--- src/rtl/game_result_monitor.sv ---
// Game result monitor: synchronizes the game chip's output pins, turns
// rising edges of result_valid into scored result events, keeps per-game
// shot/hit/streak statistics and captures the muxed field data into five
// readable field registers.
module game_result_monitor #(
    parameter int MAX_SHOTS = 10
) (
    input  logic       clk,
    input  logic       reset,
    input  logic [7:0] uo_in,
    input  logic [2:0] field_sel,
    input  logic       clear_stats,
    input  logic [2:0] rd_addr,
    output logic [4:0] rd_data,
    output logic       result_pulse,
    output logic       last_hit,
    output logic [7:0] shots,
    output logic [7:0] hits,
    output logic [3:0] streak,
    output logic [3:0] best_streak,
    output logic       game_over
);

    localparam logic [1:0] ST_IDLE    = 2'd0;
    localparam logic [1:0] ST_PLAYING = 2'd1;
    localparam logic [1:0] ST_OVER    = 2'd2;

    localparam logic [7:0] MAX_SHOTS_L = 8'(MAX_SHOTS);
    localparam int         NUM_FIELDS  = 5;

    // Synchronizer chain; s3 keeps the previous s2 for edge and stability detection.
    logic [6:0] s1_q, s2_q, s3_q;

    // Registered event so counters update three edges after the first sample.
    logic       evt_q, evt_d;
    logic       evt_hit_q, evt_hit_d;

    logic [1:0] state_q, state_d;
    logic [7:0] shots_q, shots_d;
    logic [7:0] hits_q, hits_d;
    logic [3:0] streak_q, streak_d;
    logic [3:0] best_q, best_d;
    logic       last_hit_q, last_hit_d;
    logic       pulse_q, pulse_d;

    logic       cap_en;
    logic [7:0] shots_inc;
    logic [7:0] hits_inc;
    logic [3:0] streak_inc;

    // Two-flop synchronizer plus history stage; bit 7 is not used by the game.
    always_ff @(posedge clk) begin
        if (reset) begin
            s1_q <= '0;
            s2_q <= '0;
            s3_q <= '0;
        end else begin
            s1_q <= uo_in[6:0];
            s2_q <= s1_q;
            s3_q <= s2_q;
        end
    end

    // A new game request throws away an event that is still in the pipe.
    always_comb begin
        evt_d     = s2_q[0] & ~s3_q[0];
        evt_hit_d = s2_q[1];
        if (clear_stats) begin
            evt_d = 1'b0;
        end
    end

    // Event pipeline register.
    always_ff @(posedge clk) begin
        if (reset) begin
            evt_q     <= 1'b0;
            evt_hit_q <= 1'b0;
        end else begin
            evt_q     <= evt_d;
            evt_hit_q <= evt_hit_d;
        end
    end

    assign shots_inc  = (shots_q == 8'hFF) ? shots_q : shots_q + 8'd1;
    assign hits_inc   = (hits_q == 8'hFF) ? hits_q : hits_q + 8'd1;
    assign streak_inc = (streak_q == 4'hF) ? streak_q : streak_q + 4'd1;

    // Game state machine and statistics next-state; clear beats any event.
    always_comb begin
        state_d    = state_q;
        shots_d    = shots_q;
        hits_d     = hits_q;
        streak_d   = streak_q;
        best_d     = best_q;
        last_hit_d = last_hit_q;
        pulse_d    = 1'b0;
        case (state_q)
            ST_IDLE, ST_PLAYING: begin
                if (evt_q) begin
                    pulse_d    = 1'b1;
                    last_hit_d = evt_hit_q;
                    shots_d    = shots_inc;
                    state_d    = (shots_inc == MAX_SHOTS_L) ? ST_OVER : ST_PLAYING;
                    if (evt_hit_q) begin
                        hits_d   = hits_inc;
                        streak_d = streak_inc;
                        if (streak_inc > best_q) begin
                            best_d = streak_inc;
                        end
                    end else begin
                        streak_d = 4'd0;
                    end
                end
            end
            ST_OVER: begin
                state_d = ST_OVER;
            end
            default: begin
                state_d = ST_IDLE;
            end
        endcase
        if (clear_stats) begin
            state_d    = ST_IDLE;
            shots_d    = 8'd0;
            hits_d     = 8'd0;
            streak_d   = 4'd0;
            best_d     = 4'd0;
            last_hit_d = 1'b0;
            pulse_d    = 1'b0;
        end
    end

    // Game state and statistics registers.
    always_ff @(posedge clk) begin
        if (reset) begin
            state_q    <= ST_IDLE;
            shots_q    <= 8'd0;
            hits_q     <= 8'd0;
            streak_q   <= 4'd0;
            best_q     <= 4'd0;
            last_hit_q <= 1'b0;
            pulse_q    <= 1'b0;
        end else begin
            state_q    <= state_d;
            shots_q    <= shots_d;
            hits_q     <= hits_d;
            streak_q   <= streak_d;
            best_q     <= best_d;
            last_hit_q <= last_hit_d;
            pulse_q    <= pulse_d;
        end
    end

    // Field data is trusted only once it has been identical for two samples.
    assign cap_en = (s2_q[6:2] == s3_q[6:2]) && (field_sel <= 3'd4);

    for (genvar gi = 0; gi < NUM_FIELDS; gi++) begin : g_field
        logic [4:0] field_q;

        // One capture register per field, loaded while its field is shown.
        always_ff @(posedge clk) begin
            if (reset) begin
                field_q <= 5'd0;
            end else if (cap_en && (field_sel == 3'(gi))) begin
                field_q <= s2_q[6:2];
            end
        end
    end

    // Combinational field readback; unused addresses read as zero.
    always_comb begin
        rd_data = 5'd0;
        case (rd_addr)
            3'd0:    rd_data = g_field[0].field_q;
            3'd1:    rd_data = g_field[1].field_q;
            3'd2:    rd_data = g_field[2].field_q;
            3'd3:    rd_data = g_field[3].field_q;
            3'd4:    rd_data = g_field[4].field_q;
            default: rd_data = 5'd0;
        endcase
    end

    assign result_pulse = pulse_q;
    assign last_hit     = last_hit_q;
    assign shots        = shots_q;
    assign hits         = hits_q;
    assign streak       = streak_q;
    assign best_streak  = best_q;
    assign game_over    = (state_q == ST_OVER);

endmodule

--- config.mk ---
export PLATFORM = sky130hd
export DESIGN_NAME = game_result_monitor
export DESIGN_NICKNAME = d
export VERILOG_FILES = /design/src/rtl/game_result_monitor.sv
export SDC_FILE = /design/constraint.sdc
export NUM_CORES = 1
export LEC_CHECK = 0
export ABC_AREA = 1
export CAP_MARGIN = 20
export CELL_PAD_IN_SITES_DETAIL_PLACEMENT = 1
export CELL_PAD_IN_SITES_GLOBAL_PLACEMENT = 1
export CORE_UTILIZATION = 42
export DETAILED_ROUTE_END_ITERATION = 10
export HOLD_SLACK_MARGIN = 0.06
export PLACE_DENSITY = 0.82
export SETUP_SLACK_MARGIN = 0.2
export SLEW_MARGIN = 20
export SYNTH_ARGS = -nofsm -noshare
export SYNTH_HDL_FRONTEND = slang
export SYNTH_SLANG_ARGS = --single-unit
--- constraint.sdc ---
create_clock -name clk -period 4.4 [get_ports clk]
set_clock_uncertainty 0.15 [all_clocks]
set_input_delay 1.32 -clock clk [delete_from_list [all_inputs] [get_ports clk]]
set_output_delay 1.32 -clock clk [all_outputs]
set_load 0.05 [all_outputs]
# --- Word level (Yosys, flattened, before mapping) ---
# Index checks and enable logic that the tools add are counted.
# Widths: inputs -> output; s select.
word_totals:
  reg_bits: 76
  inputBits: 17
  elab_cells: 65
  output_inout_bits: 32
classes:
  n_mux: 8
  n_lt_le_gt_ge: 2
  n_bitwise: 4
  n_eq_ne: 16
  addsub: 3
  n_reduce_logical: 15
ops:
  columns: ["op", "n"]
  rows:
  - ["$pmux 5 s5", 1]
  - ["$add 8x1->8 const B", 2]
  - ["$eq 8x8->1 const B", 2]
  - ["$eq 3x2->1 const B", 4]
  - ["$eq 8x4->1 const B", 1]
  - ["$mux 4", 2]
  - ["$mux 8", 1]
  - ["$reduce_and 4->1", 2]
  - ["$eq 3x1->1 const B", 2]
  - ["$eq 3x3->1 const B", 2]
  - ["$logic_and 1x1->1", 6]
  - ["$logic_not 3->1", 2]
  - ["$eq 5x5->1", 1]
  - ["$add 4x1->4 const B", 1]
  - ["$eq 4x4->1 const B", 1]
  - ["$gt 4x4->1", 1]
  - ["$mux 2", 2]
  - ["$pmux 2 s2", 1]
  - ["$reduce_or 2->1", 2]
  - ["$le 3x3->1 const B", 1]
  - ["$not 1->1", 3]
  - ["$reduce_or 3->1", 1]
  - ["$eq 2x1->1 const B", 1]
  - ["$eq 2x2->1 const B", 1]
  - ["5 further kinds", 5]

# --- Logic depth before layout (Yosys ltp) ---
depth:
  word_depth: 6
  mapped_depth: 14

# --- Worst setup path before layout ---
# OpenSTA, ideal clock, no wires.
synth_path:
  path_type: "input-to-output"
  startpoint: "in rd_addr[1]"
  endpoint: "out rd_data[3]"
  setup_slack_ps: 721
  cell_stages: 5
  t_arrival_ps: 2209
  n_path_buf: 0
  path_cell_list: "nor2_1 nand2_1 inv_1 nand2_1 nand4_1"
synth_via:
  elab_chain_cells: 2
  elab_cells_between_ends: 6
  cone_classes: "4 x eq/ne; 1 x mux; 1 x reduce/logical"
synth_lines:
  columns: ["element", "line_no", "rtl"]
  rows:
  - ["start: declaration", "13", "input logic [2:0] rd_addr,"]
  - ["$eq 3x3->1, or another cell as far along", "173", "case (rd_addr)"]
  - ["$pmux 5 s5 *", "173", null]
  - ["end: declaration", "14", "output logic [4:0] rd_data,"]
# Every way passes the cells marked *; elsewhere a longest branch is shown, timed or not.

# --- Final worst setup path ---
layout_path:
  startpoint: "in rd_addr[0]"
  endpoint: "out rd_data[2]"
# The elaborated chain is that of the path after synthesis.

==> flow_metrics.tcl <==
set metrics [dict create \
    root_buffer "clkbuf_8" \
    path_common_cell "nand2_1" \
    cts_max_level 3 \
    start_util_pct 44.0 \
    io_buffers 47 \
    overflow 0 \
    cts_buffers 9 \
    p_total_w 0.00139 \
    die_area_um2 8550 \
    synthesis.area_um2 3440 \
    dp_hpwl_um 6800 \
    worstSetupEndpointType "output port" \
    place_congestion 0.812 \
    fin_setup_tns_ns 0 \
    cellPowerDensity_nw_per_um2 321 \
    synth_top_family_by_area "simple AND/OR/NAND/NOR gates" \
    total_leakage_power_nw 1.87 \
    synthAdderAreaFrac_pct 2.55 \
    areaGrowthSynthToFinish_pct 26.2 \
    cp_top_family "buffers and inverters" \
    crit_required_ns 2.93 \
    postRouteAntennaNets 0 \
    ys_warn_count 0 \
    synthFlopType "dfxtp_1" \
    path_buf_inv 3 \
    synth_top_cell_by_area "dfxtp_1" \
    ys_seq_elements 75 \
    track_usage_pct 24.1 \
    die_h_um 92.4 \
    clk_latency_ns 0.35 \
    cts_setup_buffers 0 \
    grt_pass1_wl_um 16200 \
    path_cells "dlymetal6s2s_1 > nor2_4 > nand2_1 > inv_1 > a221oi_1 > nand2_1 > buf_4" \
    dr.pass1.iters 4 \
    rsz0062_at_grt "no" \
    status "finished clean" \
    drive_gt1_share_pct 8.20 \
    synth_commonest_cells "92 x nand2_1, 87 x nor2_1, 75 x dfxtp_1" \
    drv_cap 0 \
    ys_async_sr_fraction_pct 0 \
    cts_tree "yes" \
    hold_violations 0 \
    synth-compound-area-share_pct 9.83 \
    finalMaxSlewViolations 0 \
    nNetsFinal 569 \
    row_count 32 \
    fin_crit_sh_pct 88.3 \
    synthDistinctLibCells 27 \
    drc_errors 0 \
    max_freq_mhz 257 \
    crit_path_top_delay_cell "a221oi_1" \
    synth_fp_nets 516 \
    antenna_found_initial 0 \
    vias_per_cell 5.16 \
    synthTopCellsByArea "dfxtp_1 44%, nand2_1 10%, nor2_1 9.5%" \
    synth-edff-count 0 \
    grt_start_max_net_pins 27 \
    peakVddDrop_v 0.000171 \
    finalCriticalPeriod_ns 3.89 \
    fillCellCount 1023 \
    coreArea_um2 7810 \
    crit_arrival_ns 2.42 \
    ios 49 \
    dr_total_vias 3361 \
    yosysMostFrequentCell "nand2_1" \
    die_w_um 92.4 \
    synth_top_cell_area_share_pct 43.7 \
    clockBufferDepth 2 \
    first_iter_violations 123 \
    diodes 0 \
    min_path_type "flip-flop to flip-flop" \
    clk_pin_slew_ns 0.07 \
    path_max_fanout 6 \
    finalSetupViolCount 0 \
    wl_per_cell_um 14.5 \
    yosys.area_share.simple_pct 31.8 \
    cts_hold_buf 0 \
    grt_pass1_vias 3458 \
    tightest_slew_ns 1.02 \
    synthCells 492 \
    syn_avg_cell_area_um2 6.98 \
    cts.sink_count 75 \
    synthXorXnorAreaFrac_pct 2.29 \
    max_stage_delay_ns 0.29 \
    muxShareOfSynthArea_pct 0 \
    relSlewSlack_pct 31.9 \
    wirelength_um 9440 \
    crit_path_start_kind "input port" \
    crit_type "input port to output port" \
    yosysSeqAreaShare_pct 43.7 \
    final_core_util_pct 55.5 \
    whs_ns 0.245 \
]
==> layout by cell type, fill, tap and decap left out, types with 4 or more instances in the layout <==
master           instances
inv_1                   71
nor2_1                  86
nand3_1                 24
buf_12                   4
buf_4                    7
dfxtp_1                 75
clkbuf_8                 9
nor3_1                   4
nand2_1                 91
ha_1                     7
nand4_1                 30
nor2_2                   5
clkdlybuf4s50_1         39
xor2_1                   5
a21oi_1                 32
xnor2_1                  4
nand2_2                  5
o21ai_0                 22
==> metal layers <==
metal  wire length (um)  global-route usage [%]
met1               4310                    30.4
met2               4760                    41.7
met3                245                    3.69
met4                134                    8.46
met5                  0                       0
==> final timing paths <==
| kind | from | endpoint | slack [ns] | depth (start not counted) |
|---|---|---|---|---|
| setup reg to reg | s2_q[4] | g_field[3].field_q[2] | 1.91 | 7 |
| hold / removal | s3_q[0] | evt_q | 0.25 | 1 |
| setup / recovery | rd_addr[0] | rd_data[2] | 0.51 | 7 |
| hold reg to reg | s3_q[0] | evt_q | 0.25 | 1 |
==> flip-flops by register name, summed over array words and instances, names as in the netlist <==
register / count
g_field.field_q: 25
hits: 8
shots: 8
s1_q: 7
s2_q: 7
s3_q: 7
best_streak: 4
streak: 4
state_q: 2
evt_q: 1
last_hit: 1
result_pulse: 1
==> power breakdown <==
group          leakage, nW  internal, W  switching, W  total, W
Sequential           0.609     0.000694    0.00000830  0.000702
Combinational         1.16    0.0000418     0.0000824  0.000124
Clock               0.0996     0.000318      0.000248  0.000566
==> stage by stage <==
stage | instance area, um^2 | worst slack (ns) | std cells
finish | 4340 | 0.514 | 651
global route | 4340 | 0.445 | 651
CTS | 4290 | 0.181 | 651
detailed placement | 4070 | 0.135 | 636
global placement | 4070 | 0.184 | 636
floorplan | 3440 | 0.721 | 492
==> layout make-up <==
type                       count  area, um^2  area share (%)
multi-input combinational    329        1650            38.0
sequential                    75        1500            34.6
timing repair buffer          53         561            12.9
inverter                      77         290            6.70
clock buffer                  11         131            3.03
tap                          102         128            2.94
clock inverter                 4        76.3            1.76
==> timing repair <==
item                       CTS  global route
pin swaps                    1             2
setup endpoints to repair    5             5
gates resized for setup      3            10
cloned                       0             0
==> cells by family (layout without fill, tap and decap cells) <==
group                      count (synthesis)  after routing
AOI/OAI and AO/OA                         63             63
and+or+nand+nor                          250            250
adders and majority gates                  7              7
buffers and inverters                     88            145
DFF                                       75             75
xor gates and xnor gates                   9              9
No activity file was read; power rests on OpenSTA's default activity.
